`config.mk`:
```
export PLATFORM = sky130hd
export DESIGN_NAME = ov7670_config_sequencer_flat
export DESIGN_NICKNAME = d
export VERILOG_FILES = /design/src/rtl/ov7670_pkg.sv /design/src/rtl/ov7670_config_sequencer_if.sv /design/src/rtl/ov7670_reg_rom.sv /design/src/rtl/ov7670_config_sequencer.sv /design/src/flat_wrapper.sv
export SDC_FILE = /design/constraint.sdc
export NUM_CORES = 1
export LEC_CHECK = 0
export BUFFER_PORTS_ARGS = -buffer_cell sky130_fd_sc_hd__buf_4
export CORE_ASPECT_RATIO = 0.5
export CORE_MARGIN = 2
export CORE_UTILIZATION = 35
export DETAILED_ROUTE_END_ITERATION = 7
export PLACE_DENSITY = 0.56
export SLEW_MARGIN = 25
export SYNTH_ARGS = -nofsm -noshare
export SYNTH_HDL_FRONTEND = slang
export SYNTH_HIERARCHICAL = 1
export SYNTH_SLANG_ARGS = --single-unit
```
`constraint.sdc`:
```
create_clock -name clk -period 8.15 [get_ports clk]
set_clock_uncertainty 0.1 [all_clocks]
set_input_delay 1.2225 -clock clk [delete_from_list [all_inputs] [get_ports clk]]
set_output_delay 1.2225 -clock clk [all_outputs]
set_load 0.01 [all_outputs]
```
`src/rtl/ov7670_pkg.sv`:
```
`timescale 1ns/1ps
`default_nettype none
// ----------------------------------------------------------------------------
// ov7670_pkg : shared constants, table-entry layout and sequencer states
// Revision   : 1.0
// ----------------------------------------------------------------------------
package ov7670_pkg;

  localparam logic [7:0] DELAY_MARKER    = 8'hFF;
  localparam logic [7:0] OV7670_WRITE_ID = 8'h42;
  localparam logic [7:0] COM7_ADDR       = 8'h12;

  localparam int ENTRY_W        = 16;
  localparam int ENTRY_ADDR_LSB = 8;
  localparam int ENTRY_DATA_LSB = 0;

  typedef enum logic [3:0] {
    S_RST_HOLD = 4'd0,
    S_BOOT     = 4'd1,
    S_FETCH    = 4'd2,
    S_DECODE   = 4'd3,
    S_WAIT     = 4'd4,
    S_REISSUE  = 4'd5,
    S_DELAY    = 4'd6,
    S_NEXT     = 4'd7,
    S_SETTLE   = 4'd8,
    S_DONE     = 4'd9,
    S_ERROR    = 4'd10
  } seq_state_t;

  function automatic int max_int(input int a, input int b);
    return (a > b) ? a : b;
  endfunction

endpackage
`default_nettype wire

```
`src/rtl/ov7670_config_sequencer_if.sv`:
```
`timescale 1ns/1ps
`default_nettype none
// ----------------------------------------------------------------------------
// ov7670_config_sequencer_if : req/ack byte-write channel to the SCCB master
// Revision                   : 1.0
// ----------------------------------------------------------------------------
interface ov7670_config_sequencer_if;
  logic       req;
  logic [7:0] id;
  logic [7:0] addr;
  logic [7:0] data;
  logic       ack;
  logic       nack;

  modport master (output req, id, addr, data, input ack, nack);
  modport slave  (input req, id, addr, data, output ack, nack);
endinterface
`default_nettype wire

```
`src/rtl/ov7670_reg_rom.sv`:
```
`timescale 1ns/1ps
`default_nettype none
// ----------------------------------------------------------------------------
// ov7670_reg_rom : register table, {addr, data} per entry, 1-cycle read latency
// Revision       : 1.0
// ----------------------------------------------------------------------------
module ov7670_reg_rom
  import ov7670_pkg::*;
#(
  parameter int NUM_REGS = 64,
  parameter int VARIANT  = 0
) (
  input  wire logic                        clk,
  input  wire logic [$clog2(NUM_REGS)-1:0] index,
  output logic      [ENTRY_W-1:0]          entry
);

  logic [ENTRY_W-1:0] w_entry;

  // Unlisted slots are zero-length delay entries, so they cost no SCCB traffic.
  always_comb begin
    w_entry = {DELAY_MARKER, 8'h00};
    if (VARIANT == 1) begin
      case (int'(index))
        0:       w_entry = {COM7_ADDR, 8'h80};
        1:       w_entry = {DELAY_MARKER, 8'h02};
        2:       w_entry = 16'h40D0;
        default: w_entry = {DELAY_MARKER, 8'h00};
      endcase
    end else begin
      case (int'(index))
        0:       w_entry = {COM7_ADDR, 8'h80};
        1:       w_entry = {DELAY_MARKER, 8'h0A};
        2:       w_entry = {COM7_ADDR, 8'h04};
        3:       w_entry = 16'h1101;
        4:       w_entry = 16'h0C00;
        5:       w_entry = 16'h3E00;
        6:       w_entry = 16'h40D0;
        7:       w_entry = 16'h8C00;
        8:       w_entry = 16'h3A04;
        9:       w_entry = 16'h1418;
        10:      w_entry = 16'h1713;
        11:      w_entry = 16'h1801;
        12:      w_entry = 16'h32B6;
        13:      w_entry = 16'h1902;
        14:      w_entry = 16'h1A7A;
        15:      w_entry = 16'h030A;
        default: w_entry = {DELAY_MARKER, 8'h00};
      endcase
    end
  end

  always_ff @(posedge clk) begin
    entry <= w_entry;
  end

endmodule
`default_nettype wire

```
`src/rtl/ov7670_config_sequencer.sv`:
```
`timescale 1ns/1ps
`default_nettype none
// ----------------------------------------------------------------------------
// ov7670_config_sequencer : camera reset/boot, register table walk over SCCB,
//                           then arms pixel capture
// Revision                : 1.0
// ----------------------------------------------------------------------------
module ov7670_config_sequencer
  import ov7670_pkg::*;
#(
  parameter logic [7:0] SCCB_ID           = OV7670_WRITE_ID,
  parameter int         NUM_REGS          = 64,
  parameter int         RESET_HOLD_CYCLES = 25000,
  parameter int         BOOT_CYCLES       = 75000,
  parameter int         DELAY_UNIT        = 25000,
  parameter int         SETTLE_CYCLES     = 250000,
  parameter int         MAX_RETRIES       = 3,
  parameter int         TABLE_VARIANT     = 0
) (
  input  wire logic                           clk,
  input  wire logic                           reset_n,
  input  wire logic                           restart,
  ov7670_config_sequencer_if.master           sccb,
  output logic                                ov7670_reset,
  output logic                                ov7670_pwrdn,
  output logic                                start_capture,
  output logic                                busy,
  output logic                                error,
  output logic      [$clog2(NUM_REGS)-1:0]    err_index
);

  localparam int c_idx_w   = $clog2(NUM_REGS);
  localparam int c_cnt_w   = max_int(20, max_int(8 + $clog2(DELAY_UNIT + 1),
                             max_int($clog2(SETTLE_CYCLES + 1),
                             max_int($clog2(BOOT_CYCLES + 1), $clog2(RESET_HOLD_CYCLES + 1)))));
  localparam int c_retry_w = max_int(1, $clog2(MAX_RETRIES + 1));

  localparam logic [c_idx_w-1:0]   c_last_idx    = c_idx_w'(NUM_REGS - 1);
  localparam logic [c_cnt_w-1:0]   c_hold_last   = c_cnt_w'(RESET_HOLD_CYCLES - 1);
  localparam logic [c_cnt_w-1:0]   c_boot_last   = c_cnt_w'(BOOT_CYCLES - 1);
  localparam logic [c_cnt_w-1:0]   c_settle_last = c_cnt_w'(SETTLE_CYCLES - 1);
  localparam logic [c_cnt_w-1:0]   c_delay_unit  = c_cnt_w'(DELAY_UNIT);
  localparam logic [c_retry_w-1:0] c_retry_last  = c_retry_w'(MAX_RETRIES);

  seq_state_t           r_state;
  logic [c_idx_w-1:0]   r_index;
  logic [c_cnt_w-1:0]   r_cnt;
  logic [c_retry_w-1:0] r_retries;
  logic                 r_req;
  logic [7:0]           r_addr;
  logic [7:0]           r_data;

  logic [ENTRY_W-1:0]   w_entry;
  logic [7:0]           w_entry_addr;
  logic [7:0]           w_entry_data;
  logic [c_cnt_w-1:0]   w_delay_load;

  ov7670_reg_rom #(
    .NUM_REGS (NUM_REGS),
    .VARIANT  (TABLE_VARIANT)
  ) u_rom (
    .clk   (clk),
    .index (r_index),
    .entry (w_entry)
  );

  assign w_entry_addr = w_entry[ENTRY_ADDR_LSB +: 8];
  assign w_entry_data = w_entry[ENTRY_DATA_LSB +: 8];
  // Counter is wide enough that the full 8-bit x DELAY_UNIT product never truncates.
  assign w_delay_load = c_cnt_w'(w_entry_data) * c_delay_unit;

  assign sccb.req  = r_req;
  assign sccb.id   = SCCB_ID;
  assign sccb.addr = r_addr;
  assign sccb.data = r_data;

  always_ff @(posedge clk or negedge reset_n) begin
    if (!reset_n) begin
      r_state       <= S_RST_HOLD;
      r_index       <= '0;
      r_cnt         <= '0;
      r_retries     <= '0;
      r_req         <= 1'b0;
      r_addr        <= 8'h00;
      r_data        <= 8'h00;
      ov7670_reset  <= 1'b0;
      ov7670_pwrdn  <= 1'b0;
      start_capture <= 1'b0;
      busy          <= 1'b1;
      error         <= 1'b0;
      err_index     <= '0;
    end else begin
      ov7670_pwrdn <= 1'b0;
      case (r_state)
        S_RST_HOLD: begin
          ov7670_reset <= 1'b0;
          if (r_cnt == c_hold_last) begin
            r_cnt        <= '0;
            ov7670_reset <= 1'b1;
            r_state      <= S_BOOT;
          end else begin
            r_cnt <= r_cnt + 1'b1;
          end
        end
        S_BOOT: begin
          if (r_cnt == c_boot_last) begin
            r_cnt   <= '0;
            r_state <= S_FETCH;
          end else begin
            r_cnt <= r_cnt + 1'b1;
          end
        end
        S_FETCH: r_state <= S_DECODE;
        S_DECODE: begin
          if (w_entry_addr == DELAY_MARKER) begin
            r_cnt   <= w_delay_load;
            r_state <= S_DELAY;
          end else begin
            r_addr  <= w_entry_addr;
            r_data  <= w_entry_data;
            r_req   <= 1'b1;
            r_state <= S_WAIT;
          end
        end
        S_WAIT: begin
          // nack has priority so a simultaneous ack/nack is retried
          if (sccb.nack) begin
            r_req <= 1'b0;
            if (r_retries == c_retry_last) begin
              err_index <= r_index;
              error     <= 1'b1;
              busy      <= 1'b0;
              r_state   <= S_ERROR;
            end else begin
              r_retries <= r_retries + 1'b1;
              r_state   <= S_REISSUE;
            end
          end else if (sccb.ack) begin
            r_req     <= 1'b0;
            r_retries <= '0;
            r_state   <= S_NEXT;
          end
        end
        S_REISSUE: begin
          r_req   <= 1'b1;
          r_state <= S_WAIT;
        end
        S_DELAY: begin
          if (r_cnt == '0) begin
            r_state <= S_NEXT;
          end else begin
            r_cnt <= r_cnt - 1'b1;
          end
        end
        S_NEXT: begin
          if (r_index == c_last_idx) begin
            r_cnt   <= '0;
            r_state <= S_SETTLE;
          end else begin
            r_index <= r_index + 1'b1;
            r_state <= S_FETCH;
          end
        end
        S_SETTLE: begin
          if (r_cnt == c_settle_last) begin
            start_capture <= 1'b1;
            busy          <= 1'b0;
            r_state       <= S_DONE;
          end else begin
            r_cnt <= r_cnt + 1'b1;
          end
        end
        S_DONE: begin
          // Re-walk the table only; the camera keeps its power-on state.
          if (restart) begin
            start_capture <= 1'b0;
            busy          <= 1'b1;
            r_index       <= '0;
            r_state       <= S_FETCH;
          end
        end
        S_ERROR: begin
          if (restart) begin
            error        <= 1'b0;
            err_index    <= '0;
            busy         <= 1'b1;
            r_index      <= '0;
            r_cnt        <= '0;
            r_retries    <= '0;
            ov7670_reset <= 1'b0;
            r_state      <= S_RST_HOLD;
          end
        end
        default: r_state <= S_RST_HOLD;
      endcase
    end
  end

endmodule
`default_nettype wire

```
`src/flat_wrapper.sv`:
```
// flat-port wrapper written by rule: the top's interface ports become plain ports
module ov7670_config_sequencer_flat import ov7670_pkg::*;
#(
  parameter logic [7:0] SCCB_ID           = OV7670_WRITE_ID,
  parameter int         NUM_REGS          = 64,
  parameter int         RESET_HOLD_CYCLES = 25000,
  parameter int         BOOT_CYCLES       = 75000,
  parameter int         DELAY_UNIT        = 25000,
  parameter int         SETTLE_CYCLES     = 250000,
  parameter int         MAX_RETRIES       = 3,
  parameter int         TABLE_VARIANT     = 0
)
  (clk, reset_n, restart, ov7670_reset, ov7670_pwrdn, start_capture, busy, error, err_index, sccb_req, sccb_id, sccb_addr, sccb_data, sccb_ack, sccb_nack);
  ov7670_config_sequencer_if sccb_i ();
  input  wire logic clk;
  input  wire logic reset_n;
  input  wire logic restart;
  output logic ov7670_reset;
  output logic ov7670_pwrdn;
  output logic start_capture;
  output logic busy;
  output logic error;
  output logic      [$clog2(NUM_REGS)-1:0] err_index;
  output wire logic [$bits(sccb_i.req)-1:0] sccb_req;
  output wire logic [$bits(sccb_i.id)-1:0] sccb_id;
  output wire logic [$bits(sccb_i.addr)-1:0] sccb_addr;
  output wire logic [$bits(sccb_i.data)-1:0] sccb_data;
  input wire logic [$bits(sccb_i.ack)-1:0] sccb_ack;
  input wire logic [$bits(sccb_i.nack)-1:0] sccb_nack;
  assign sccb_req = sccb_i.req;
  assign sccb_id = sccb_i.id;
  assign sccb_addr = sccb_i.addr;
  assign sccb_data = sccb_i.data;
  assign sccb_i.ack = sccb_ack;
  assign sccb_i.nack = sccb_nack;
  ov7670_config_sequencer #(.SCCB_ID(SCCB_ID), .NUM_REGS(NUM_REGS), .RESET_HOLD_CYCLES(RESET_HOLD_CYCLES), .BOOT_CYCLES(BOOT_CYCLES), .DELAY_UNIT(DELAY_UNIT), .SETTLE_CYCLES(SETTLE_CYCLES), .MAX_RETRIES(MAX_RETRIES), .TABLE_VARIANT(TABLE_VARIANT)) u_core (.clk(clk), .reset_n(reset_n), .restart(restart), .sccb(sccb_i), .ov7670_reset(ov7670_reset), .ov7670_pwrdn(ov7670_pwrdn), .start_capture(start_capture), .busy(busy), .error(error), .err_index(err_index));
endmodule
```
==> reports/qor.txt <==
Ys flop type -> dfrtp_1
Initial DRC count -> 436
P_int -> 0.0006048 W
# nets final -> 835
Via count -> 5545
Number of clock sinks -> 78
Tmin final -> 4.553 ns
WHS Path Cells -> 1
Core area -> 17700 µm²
Peak Freq -> 219.7 MHz
Worst skew pair latency -> 0.34 ns
Vias per Instance -> 5.584
Required time worst endpoint -> 8.28 ns
Library cells used by synthesis -> 79
Area growth syn-to-layout -> 8.795%
Netlist area before placement -> 6430 µm²
Placed cells -> 977
Psw -> 0.0002065 W
CTS buffer count -> 9
Diode count -> 0
Final Non-Filler Cells -> 993
Core Util, Final -> 39.53%
Vias in the first global route -> 5234
Hpwl dp -> 12.24 mm
First-pass GRT wire length -> 27.66 mm
Register bit total from synthesis -> 78
Die width -> 195.7 µm
Slew Viols, Final -> 0
Syn Inst Count -> 758
Root buf cell -> clkbuf_16
Largest net degree at the start of global routing -> 63
Die height -> 99.84 µm
Final setup vio count -> 0
Setup TNS -> 0 ns
Io pins -> 41
Flop pwr share -> 47.5%
Crit path arrival time -> 4.68 ns
Hold Buf Count CTS -> 0
Total GRT Usage -> 17.60%
# rows -> 34
Startpoint Class -> flop
CTS Buffer Depth -> 2
Number of synthesized flops with an enable pin -> 0
Initial antenna violation count -> 0
Slew HR -> 36.44%
Share of synthesized registers carrying an async set or reset -> 79.49%
Mean Syn Cell Area -> 8.483 µm²
Pwr/cell area -> 116.0 nW/µm²
Worst setup margin -> 3.597 ns
Worst Path Max Fanout -> 5
Worst hold path type -> reg2reg
CP endpoint kind -> flop
Remaining antenna violation count -> 0
Resized Gates After CTS -> 0
Final GP Congestion -> 0.9076
Peak supply drop -> 0.06839 mV
Remaining Overflow, GRT -> 0
Critical path class -> reg2reg
Initial Utilization -> 36.33%
Ys Warns -> 6
Post-Route WL -> 16.66 mm
Final worst path period share -> 55.86%
Port bufs -> 31
Number of max-cap violations -> 0
Wirelength per Cell -> 16.78 µm
TritonCTS clock tree -> done
Clock power share -> 51.1%
Sequential fraction of the synthesis area -> 29.13%
DRC viols -> 0
Combinational power share -> 1.3%
Reg2reg path depth -> 15
Net Sw Frac -> 25.46%
Fraction of layout cells with a size suffix above 1 -> 11.46%
DP Worst Slack -> 3.642 ns
RSZ-0062 raised after global routing -> false
PnR Total Power -> 0.0008113 W
Setup Fix Bufs, Post-CTS -> 0
Worst-Margin Slew -> 0.9534 ns
Register clock-pin slew on the reported worst setup and hold paths -> 0.08 ns
H-tree levels -> 3
Final Hold Vio Count -> 0
Lkg Pwr -> 3.283 nW
Status -> finished clean
DIE AREA -> 19540 µm²
Pre-antenna DRT Iters -> 5
worst max-delay path, stage by stage (launching register included):
cell and delay, ns:
dfxtp_1 0.45, ha_1 0.30, ha_1 0.29, inv_1 0.05, fa_1 0.50, inv_1 0.05
fa_1 0.47, ha_1 0.36, a21oi_1 0.20, o2111ai_1 0.24, a221o_1 0.35, a21oi_1 0.30
o221ai_1 0.17, a21oi_1 0.19, xnor2_1 0.08, a221o_1 0.33
power groups by stage:
stage | logic (W) | clock network, W | registers, W
2_1_floorplan | 0.00000563 | 0 | 0.000393
3_3_place_gp | 0.0000113 | 0 | 0.000393
3_5_place_dp | 0.0000115 | 0 | 0.000393
4_1_cts | 0.0000115 | 0.000428 | 0.000385
5_1_grt | 0.0000129 | 0.000451 | 0.000385
6_report | 0.0000108 | 0.000415 | 0.000386
layer usage:
layer	routed length (µm)	track usage, %	vias to the layer above
met5	0	0	-
met1	8420	25.94	2640
met4	133	3.438	0
li1	-	-	2737
met3	1016	3.427	10
met2	7091	26.90	158
cells in the mapped netlist (4+ instances only):
cell type  instances  area share, %
a31oi_1            8           0.78
nand2_1           69            4.0
fa_1              12            3.7
a211oi_1           6           0.70
or3_1              5           0.49
nor2b_1           10           0.97
or2_2              5           0.49
a22o_1             9            1.2
nand2b_1          10           0.97
a21oi_1           38            3.0
inv_1             34            2.0
o21ai_1           31            2.4
a221oi_1           4           0.54
nor3_1            22            1.7
nand3_1           32            2.5
ha_1              64             12
o22ai_1            8           0.78
clkbuf_1          30            1.8
xor2_1            12            1.6
nor4_1             9           0.88
o31ai_1           10            1.2
buf_4             11            1.3
o21ai_0           42            3.3
buf_2              7           0.54
and3_1             4           0.39
nand4_1           12            1.2
nor2_1            58            3.4
o31a_1             4           0.54
mux2_2            12            2.1
or4_1              4           0.47
buf_6              6            1.1
dfrtp_1           61             24
dfxtp_1           16            5.0
a22oi_1            6           0.70
xnor2_1           10            1.4
a211oi_2           4           0.78
a21o_1             6           0.70
through the flow:
stage                     hold slack (ns)  instance area, µm²
after CTS                          0.3847                6994
after global routing               0.4186                6995
after global placement             0.3643                6695
after floorplan                    0.3502                6456
final                              0.3814                6995
after detailed placement           0.3675                6695
worst paths after layout:
kind	slack [ns]	to	start
min in group asynchronous	0.89	u_core/r_state[2]	reset_n
setup / recovery	3.60	u_core/r_cnt[21]	u_core/u_rom/entry[4]
max in group asynchronous	6.50	u_core/sccb.data[7]	reset_n
hold reg to reg	0.38	u_core/error	u_core/error
hold / removal	0.38	u_core/error	u_core/error
setup reg to reg	3.60	u_core/r_cnt[21]	u_core/u_rom/entry[4]
final cells by class:
| cell class | instances | area, µm² |
|---|---|---|
| flip-flops and latches | 78 | 1873 |
| repair buffers | 33 | 247.7 |
| multi-input cells | 598 | 4155 |
| clock inverters | 7 | 73.82 |
| inverters | 34 | 127.6 |
| well taps | 234 | 292.8 |
| clock buffers | 9 | 225.2 |
| fillers | 1827 | 10700 |
sequential cells by signal (all words and copies together) (netlist names):
name                  flops
u_core/sccb.data          8
u_core/r_cnt             23
u_core/err_index          6
u_core/sccb.addr          8
u_core/error              1
u_core/r_index            6
u_core/start_capture      1
u_core/ov7670_reset       1
u_core/r_state            4
u_core/busy               1
u_core/r_retries          2
u_core/sccb.req           1
u_core/u_rom/entry       16
cells by family (layout without fill, tap and decap cells):
kind of cell / count (synthesis) / in the layout / share of synthesized area (%)
mux: 14 / 14 / 2.413
other cells: 2 / 9 / 0.1168
fa+ha+maj: 76 / 76 / 16.19
buf+inv: 89 / 83 / 6.674
xor+xnor: 22 / 22 / 2.997
compound gates: 207 / 207 / 20.84
flops: 78 / 78 / 29.13
simple gates: 270 / 270 / 21.64
placed cells by master (no fill, tap or decap), types with 16 or more instances in the layout:
cell type  count
buf_4         33
inv_1         34
nor3_1        22
dfrtp_1       61
ha_1          64
dfxtp_1       16
nor2_1        58
o21ai_0       42
nand3_1       32
a21oi_1       38
nand2_1       69
o21ai_1       31
Power figures use the tool's default switching activity.
